$ cat config.mk
export PLATFORM = sky130hd
export DESIGN_NAME = xor_gate_sequencer
export DESIGN_NICKNAME = d
export VERILOG_FILES = /design/src/rtl/xor_gate_sequencer.sv
export SDC_FILE = /design/constraint.sdc
export NUM_CORES = 1
export LEC_CHECK = 0
export ABC_AREA = 1
export CORE_ASPECT_RATIO = 1.1
export CORE_MARGIN = 3
export CORE_UTILIZATION = 45
export CTS_CLUSTER_SIZE = 24
export DETAILED_ROUTE_END_ITERATION = 10
export PLACE_DENSITY = 0.74
export SETUP_SLACK_MARGIN = 0.05
export SLEW_MARGIN = 10
export SYNTH_ARGS = -nofsm -noshare
export SYNTH_HDL_FRONTEND = slang
export SYNTH_SLANG_ARGS = --single-unit
$ cat constraint.sdc
create_clock -name clk -period 3.7 [get_ports clk]
set_input_delay 0.925 -clock clk [delete_from_list [all_inputs] [get_ports clk]]
set_output_delay 0.925 -clock clk [all_outputs]
set_load 0.02 [all_outputs]
$ cat src/rtl/xor_gate_sequencer.sv
// ---------------------------------------------------------------------------
// xor_gate_sequencer
//
// On-chip exhaustive checker for an N-input XOR gate. A sweep walks the
// gate's input vector from 0 to 2^N-1. Each vector is held for HOLD clock
// cycles. The gate output is sampled on the last hold cycle and compared
// against the reduction-XOR of the vector, and the mismatches are counted.
//
// Parameters
//   N     number of gate inputs (1..8)
//   HOLD  cycles each vector is held (>= 1)
//   CW    width of the error counter
//
// Ports
//   clk         system clock, rising edge
//   rst         synchronous, active-high reset
//   start       begin a sweep (accepted only in IDLE, and only without abort)
//   abort       terminate a sweep (RUN); blocks a start in IDLE
//   dut_o       observed gate output
//   dut_i       registered drive vector to the gate inputs
//   busy        high while a sweep is running
//   done        one-cycle pulse when a sweep completes
//   pass        last completed sweep had zero errors; held until next start
//   err_count   mismatches in the current/last sweep, saturating
//   fail_valid  a mismatch has been recorded in this sweep
//   fail_vec    drive vector of the first mismatch in this sweep
//
// Handshake: start and abort are level inputs that are sampled on every
// rising edge. This block does not use a ready/acknowledge signal. A start
// takes effect only on an edge where the FSM is in IDLE and abort is low.
// Any other start is ignored. busy and done report progress. done is
// high for exactly one cycle for each sweep that completes.
//
// Every output is driven straight from a flop. The gate output is only
// used to compute next-state values, so there is no combinational path
// from dut_o to any output.
// ---------------------------------------------------------------------------
module xor_gate_sequencer #(
  parameter int N    = 2,
  parameter int HOLD = 250,
  parameter int CW   = N + 1
) (
  input  logic          clk,
  input  logic          rst,
  input  logic          start,
  input  logic          abort,
  input  logic          dut_o,
  output logic [N-1:0]  dut_i,
  output logic          busy,
  output logic          done,
  output logic          pass,
  output logic [CW-1:0] err_count,
  output logic          fail_valid,
  output logic [N-1:0]  fail_vec
);

  // -------------------------------------------------------------------------
  // Constants
  // -------------------------------------------------------------------------
  // With HOLD == 1, $clog2 returns 0. Keep the hold counter at least 1 bit
  // wide so that it is a legal vector.
  localparam int HW = (HOLD > 1) ? $clog2(HOLD) : 1;

  localparam logic [HW-1:0] HOLD_LAST = HW'(HOLD - 1);
  localparam logic [N-1:0]  VEC_LAST  = {N{1'b1}};
  localparam logic [CW-1:0] ERR_MAX   = {CW{1'b1}};

  typedef enum logic [1:0] {
    S_IDLE = 2'd0,
    S_RUN  = 2'd1,
    S_DONE = 2'd2
  } state_t;

  // -------------------------------------------------------------------------
  // Registers
  // -------------------------------------------------------------------------
  state_t          state_q, state_d;
  logic [N-1:0]    dut_i_q, dut_i_d;
  logic [HW-1:0]   hold_cnt_q, hold_cnt_d;
  logic [CW-1:0]   err_count_q, err_count_d;
  logic            fail_valid_q, fail_valid_d;
  logic [N-1:0]    fail_vec_q, fail_vec_d;
  logic            pass_q, pass_d;
  logic            busy_q, busy_d;
  logic            done_q, done_d;

  // -------------------------------------------------------------------------
  // Qualifiers shared by the FSM and the datapath
  // -------------------------------------------------------------------------
  logic accept;      // start accepted this edge
  logic in_run;      // running and not being aborted
  logic sample;      // last hold cycle of the current vector
  logic mismatch;    // gate output disagrees with the expected parity
  logic last_vec;    // current vector is the final one of the sweep

  always_comb begin
    accept   = (state_q == S_IDLE) && start && !abort;
    in_run   = (state_q == S_RUN) && !abort;
    sample   = in_run && (hold_cnt_q == HOLD_LAST);
    mismatch = sample && (dut_o != (^dut_i_q));
    last_vec = (dut_i_q == VEC_LAST);
  end

  // -------------------------------------------------------------------------
  // FSM process 1: state register
  // -------------------------------------------------------------------------
  always_ff @(posedge clk) begin
    if (rst) begin
      state_q <= S_IDLE;
    end else begin
      state_q <= state_d;
    end
  end

  // -------------------------------------------------------------------------
  // FSM process 2: next-state logic
  // -------------------------------------------------------------------------
  always_comb begin
    state_d = state_q;
    case (state_q)
      S_IDLE: begin
        if (accept) begin
          state_d = S_RUN;
        end
      end
      S_RUN: begin
        // abort has priority over the sample of the same cycle.
        if (abort) begin
          state_d = S_IDLE;
        end else if (sample && last_vec) begin
          state_d = S_DONE;
        end
      end
      S_DONE: begin
        // Lasts exactly one cycle. start is ignored here.
        state_d = S_IDLE;
      end
      default: begin
        state_d = S_IDLE;
      end
    endcase
  end

  // -------------------------------------------------------------------------
  // FSM process 3: output logic
  // busy and done are decoded from the next state and then registered, so
  // each one is high in the same cycle as the state it reports.
  // -------------------------------------------------------------------------
  always_comb begin
    busy_d = (state_d == S_RUN);
    done_d = (state_d == S_DONE);
  end

  // -------------------------------------------------------------------------
  // Datapath next-state logic
  // -------------------------------------------------------------------------
  always_comb begin
    dut_i_d      = dut_i_q;
    hold_cnt_d   = hold_cnt_q;
    err_count_d  = err_count_q;
    fail_valid_d = fail_valid_q;
    fail_vec_d   = fail_vec_q;
    pass_d       = pass_q;

    case (state_q)
      S_IDLE: begin
        // Clear all sweep results when a start is accepted. A start that
        // abort blocks changes nothing.
        if (accept) begin
          dut_i_d      = '0;
          hold_cnt_d   = '0;
          err_count_d  = '0;
          fail_valid_d = 1'b0;
          fail_vec_d   = '0;
          pass_d       = 1'b0;
        end
      end

      S_RUN: begin
        if (abort) begin
          // Keep the partial error results so that they can be inspected
          // after an abort.
          dut_i_d    = '0;
          hold_cnt_d = '0;
          pass_d     = 1'b0;
        end else if (sample) begin
          hold_cnt_d = '0;
          if (mismatch) begin
            if (err_count_q != ERR_MAX) begin
              err_count_d = err_count_q + CW'(1);
            end
            if (!fail_valid_q) begin
              fail_valid_d = 1'b1;
              fail_vec_d   = dut_i_q;
            end
          end
          if (last_vec) begin
            // The pass verdict must include this final sample, so it is
            // computed from the updated count.
            pass_d = (err_count_d == '0);
          end else begin
            dut_i_d = dut_i_q + N'(1);
          end
        end else begin
          hold_cnt_d = hold_cnt_q + HW'(1);
        end
      end

      S_DONE: begin
        dut_i_d    = '0;
        hold_cnt_d = '0;
      end

      default: begin
        dut_i_d    = '0;
        hold_cnt_d = '0;
      end
    endcase
  end

  // -------------------------------------------------------------------------
  // Datapath and output registers
  // -------------------------------------------------------------------------
  always_ff @(posedge clk) begin
    if (rst) begin
      dut_i_q      <= '0;
      hold_cnt_q   <= '0;
      err_count_q  <= '0;
      fail_valid_q <= 1'b0;
      fail_vec_q   <= '0;
      pass_q       <= 1'b0;
      busy_q       <= 1'b0;
      done_q       <= 1'b0;
    end else begin
      dut_i_q      <= dut_i_d;
      hold_cnt_q   <= hold_cnt_d;
      err_count_q  <= err_count_d;
      fail_valid_q <= fail_valid_d;
      fail_vec_q   <= fail_vec_d;
      pass_q       <= pass_d;
      busy_q       <= busy_d;
      done_q       <= done_d;
    end
  end

  // -------------------------------------------------------------------------
  // Output assignments
  // -------------------------------------------------------------------------
  assign dut_i      = dut_i_q;
  assign busy       = busy_q;
  assign done       = done_q;
  assign pass       = pass_q;
  assign err_count  = err_count_q;
  assign fail_valid = fail_valid_q;
  assign fail_vec   = fail_vec_q;

endmodule
### Word level (Yosys, flattened, before mapping)

Index checks and enable logic that the tools add are counted.

* register bits after elaboration: 21
* output and inout port bits: 11
* word-level logic and storage cells: 79
* input port bits: 5

* reductions and logical operators: 16
* multiplexer cells: 36
* $add $sub $neg: 3
* eq/ne operators: 15

Operators with widths (number)
* 3-bit two-way mux: 8
* 8-bit two-way mux: 3
* 2-bit two-way mux: 11
* 8-bit case mux with 2 select lines: 1
* 3-bit != test, second input constant: 4
* 2-bit case mux with 2 select lines: 3
* 2-bit != test, second input constant: 5
* 8-bit by 1-bit adder with 8-bit output, second input constant: 1
* 8-bit == test, second input constant: 1
* 4-bit AND reduction: 2
* 1-bit two-way mux: 7
* 1-bit logical AND: 6
* 3-bit case mux with 2 select lines: 1
* 6-bit AND reduction: 1
* 5-bit AND reduction: 1
* 2-bit by 1-bit == test with 1-bit output, second input constant: 2
* 2-bit == test, second input constant: 2
* 1-bit case mux with 2 select lines: 2
* 3-bit by 1-bit adder with 3-bit output, second input constant: 1
* 3-bit zero test: 1
* 3-bit AND reduction: 1
* 2-bit by 1-bit adder with 2-bit output, second input constant: 1
* 2-bit zero test: 1
* 2-bit nonzero test: 1
* 3 further kinds: 3

### Logic depth before layout (Yosys ltp)

* depth in word-level cells: 13
* gate-level depth with buffers: 10
* depth with buffers taken out: 10

### Least setup slack after synthesis

Ideal clock, no wire load.

* kind: input port to flip-flop
* from: input port abort
* to: register dut_i_q[0] (netlist: dut_i[0])
* arrival time: 1539 ps
* required time: 3577 ps
* library setup time: 123 ps
* buffers on the path: 0
* slack: 2038 ps
* stages on the path: 6
* cell sequence: nor2_4 -> o21ai_2 -> nand2_2 -> nor2_1 -> o21ai_0 -> a21oi_1

* cells in the longest elaborated chain, start to end: 5

Ends and longest elaborated chain
* from (decl): RTL line 46 `input logic abort,`
* 1-bit zero test: RTL line 97, 98
* 1-bit logical AND: RTL line 98 `in_run = (state_q == S_RUN) && !abort;`
* 1-bit logical AND: RTL line 99 `sample = in_run && (hold_cnt_q == HOLD_LAST);`
* 3-bit != test (no line)
* 3-bit AND reduction (no line)
* to (signal assigned): RTL line 235 `dut_i_q <= dut_i_d;`
* to (decl): RTL line 78 `logic [N-1:0] dut_i_q, dut_i_d;`

Several ways; a longest one is shown, not always the timed one.
A chain may end at the register's enable or synchronous reset.

### Worst setup path in the final report

* from: register err_count_q[0] (netlist: err_count[0])
* to: output port err_count[0]

RTL lines
* from (decl): RTL line 80 `logic [CW-1:0] err_count_q, err_count_d;`
* from (signal assigned): RTL line 237 `err_count_q <= err_count_d;`
* to (decl): RTL line 52 `output logic [CW-1:0] err_count,`

No word-level cell between the ends.

==> flow_summary.toml <==
[final_layout]
diodes = 0
instances_no_fill = 196
area.sequential_um2 = 420
fin_nets = 176
multiInputGateArea_um2 = 588
nFillCells = 223
drive_gt1_frac = 0.133
area_growth_syn_to_layout_pct = 19.4

[logic_synthesis]
postSynthCellCount = 148
yosysMostFrequentCell = "nand2_1"
synth.area.top_cells = "dfxtp_1 (39%), nand2_1 (13%), a21oi_1 (6.4%), inv_1 (5.9%), ha_1 (4.6%)"
ys.flop_type = "dfxtp_1"
synth_edf_count = 0
seq_area_frac_synth = 0.387
synth_commonest_cells = "nand2_1 (38), dfxtp_1 (21), inv_1 (17)"
syn_nets = 157
async_flop_share = 0
synth_top_area_share = 0.387
yosys.area.top_type = "dfxtp_1"
synth_seq_cells = 21
synthDistinctLibCells = 25
synth_area_um2 = 1090
yosysWarnings = 0
syn_avg_cell_area_um2 = 7.35

[clocking]
holdBufCountCts = 0
clockBufferDepth = 2
path_clk_slew_ns = 0.12
cts_sinks = 21
clock-root-buffer = "clkbuf_4"
cts_setup_buffers = 0
cts_buffers = 3
post_cts_resized = 0
cts_tree = "done"
clk_latency_ns = 0.31
h-tree-depth = 1

[power_and_ir_drop]
p_per_area_nw_per_um2 = 293
seq_power_share = 0.607
ir_drop_v = 0.000281
p_leak_nw = 0.506
switchingPower_w = 0.0000963
intPower_w = 0.000284
combPwrFrac = 0.105
swShare = 0.253
power.share.clock = 0.288

[timing]
hold_slack_ns = 0.472
finalSetupViolCount = 0
maxSlewHeadroom = 0.720
fin_worst_skew_ns = 0.00880
slew_viol_final = 0
worstMarginPinSlew_ns = 0.419
rsz0062_at_grt = "no"
max_freq_ghz = 0.434
tns_ns = 0
finalCritPeriodShare = 0.623
hold_viol_final = 0
finalCriticalPeriod_ns = 2.30

[detailed_routing]
ant_nets = 0
wl_per_cell_um = 10.6
vias = 982
vias_per_cell = 5.01
dr.pass1.iters = 4
drc = 0
wirelength_mm = 2.08
drt_iter0_drc = 41

[placed_design]
hpwlAfterDp_mm = 1.69
placed_cells = 192
gp_congestion = 0.824
port_buffers = 15

[global_routing]
grt_busiest_layer = "met2"
grt_pass1_wl_mm = 3.83
grt.total_usage = 0.167
use_met2 = 0.266
grt_pass1_vias = 927
grt_max_degree = 13
use_met3 = 0.0313
antenna_found_initial = 0
grt.overflow.total = 0
grt_util_met1 = 0.215

[floorplan]
die_w_um = 52.9
fp.dieArea_um2 = 3040
boundaryPins = 16
start_util = 0.478
fp.dieH_um = 57.6
coreArea_um2 = 2270
fp-row-count = 18

[critical_path]
cp-startpoint = "err_count[0]"
worstPathMaxFanout = 6
path_cells = "clkdlybuf4s50_1"
crit_path_max_incr_delay_ns = 0.64
end_kind = "primary output"
start_kind = "flip-flop"
path_class = "reg -> out"
r2r_start = "dut_i[0]"
critPathBufInv = 1
slowest_stage = "clkdlybuf4s50_1"
rr_worst_depth = 8
rr_endpoint = "pass"
rrSetupSlack_ns = 2.09
required_ns = 2.77
crit_family = "buffers and inverters"
arrival_ns = 1.38

[worst_hold_path]
min_path_cells = 2
hold_end = "fail_vec[0]"
hold_class = "reg -> reg"
min_from = "fail_vec[0]"

[job]
cap_violations = 0

[status]
status = "finished clean"
[kinds of logic after synthesis]
family	count (synthesis)	synth area share
DFF	21	0.387
and+or+nand+nor	77	0.345
xor gates and xnor gates	3	0.0311
AOI/OAI and AO/OA	22	0.119
adders and majority gates	4	0.0460
buffers and inverters	21	0.0725
[worst max path at each step]
stage	end	slack, ns	cells past startpoint
6_report	err_count[0]	1.40	1
5_1_grt	err_count[0]	1.33	1
4_1_cts	err_count[0]	1.38	1
3_5_place_dp	hold_cnt_q[3]	1.33	7
3_3_place_gp	dut_i[0]	1.38	8
2_1_floorplan	dut_i[0]	2.04	6
[through the flow]
step	util	power, W	cell area (um2)	worst slack [ns]
final	0.571	0.000380	1300	1.40
after global routing	0.571	0.000400	1300	1.33
after CTS	0.571	0.000389	1300	1.38
after detailed placement	0.559	0.000276	1270	1.33
after global placement	0.559	0.000275	1270	1.38
after floorplan	-	0.000262	1090	2.04
[final cells by class]
type / instances / area share
Multi-Input combinational cell: 106 / 0.453
Timing Repair Buffer: 15 / 0.116
Clock buffer: 3 / 0.0173
Sequential cell: 21 / 0.324
Inverter: 20 / 0.0578
Tap cell: 30 / 0.0289
Clock inverter: 1 / 0.00385
[layout by cell type (no fill, tap or decap), types with 2 or more instances in the layout]
master / netlist / routed
o21ai_0: 5 / 5
clkbuf_4: 0 / 3
inv_2: 3 / 3
clkdlybuf4s50_1: 0 / 15
nor2_4: 2 / 2
nor2_1: 13 / 13
dfxtp_1: 21 / 21
a21oi_1: 14 / 14
ha_1: 4 / 4
nand2_1: 38 / 38
nand3_1: 8 / 8
nor2_2: 3 / 3
nand2_2: 3 / 3
nand4_1: 3 / 3
nor3_1: 3 / 3
inv_1: 17 / 17
[state kept, by name, indices dropped and copies added, names as in the netlist]
register    count
pass            1
state_q         2
err_count       3
busy            1
fail_vec        2
hold_cnt_q      8
dut_i           2
fail_valid      1
done            1
[worst register-to-register path: stages (launching register included)]
cell and delay (ns):
dfxtp_1 0.36, ha_1 0.36, xor2_2 0.29, nand3_4 0.13, nand2_1 0.08, nand2_1 0.08, nor2_2 0.09, nand2_1 0.05
a21oi_1 0.11
[power groups by stage]
stage / Combinational (W) / Sequential (W) / Clock (W)
floorplan: 0.0000239 / 0.000238 / 0
global placement: 0.0000392 / 0.000236 / 0
detailed placement: 0.0000399 / 0.000236 / 0
CTS: 0.0000400 / 0.000231 / 0.000118
global route: 0.0000446 / 0.000232 / 0.000124
finish: 0.0000398 / 0.000231 / 0.000109
[per-layer routing]
layer / wire length (um) / share of wire
met3: 74 / 0.036
met5: 0 / 0
met1: 946 / 0.45
met2: 1020 / 0.49
met4: 40 / 0.019
Power figures use the tool's default switching activity.
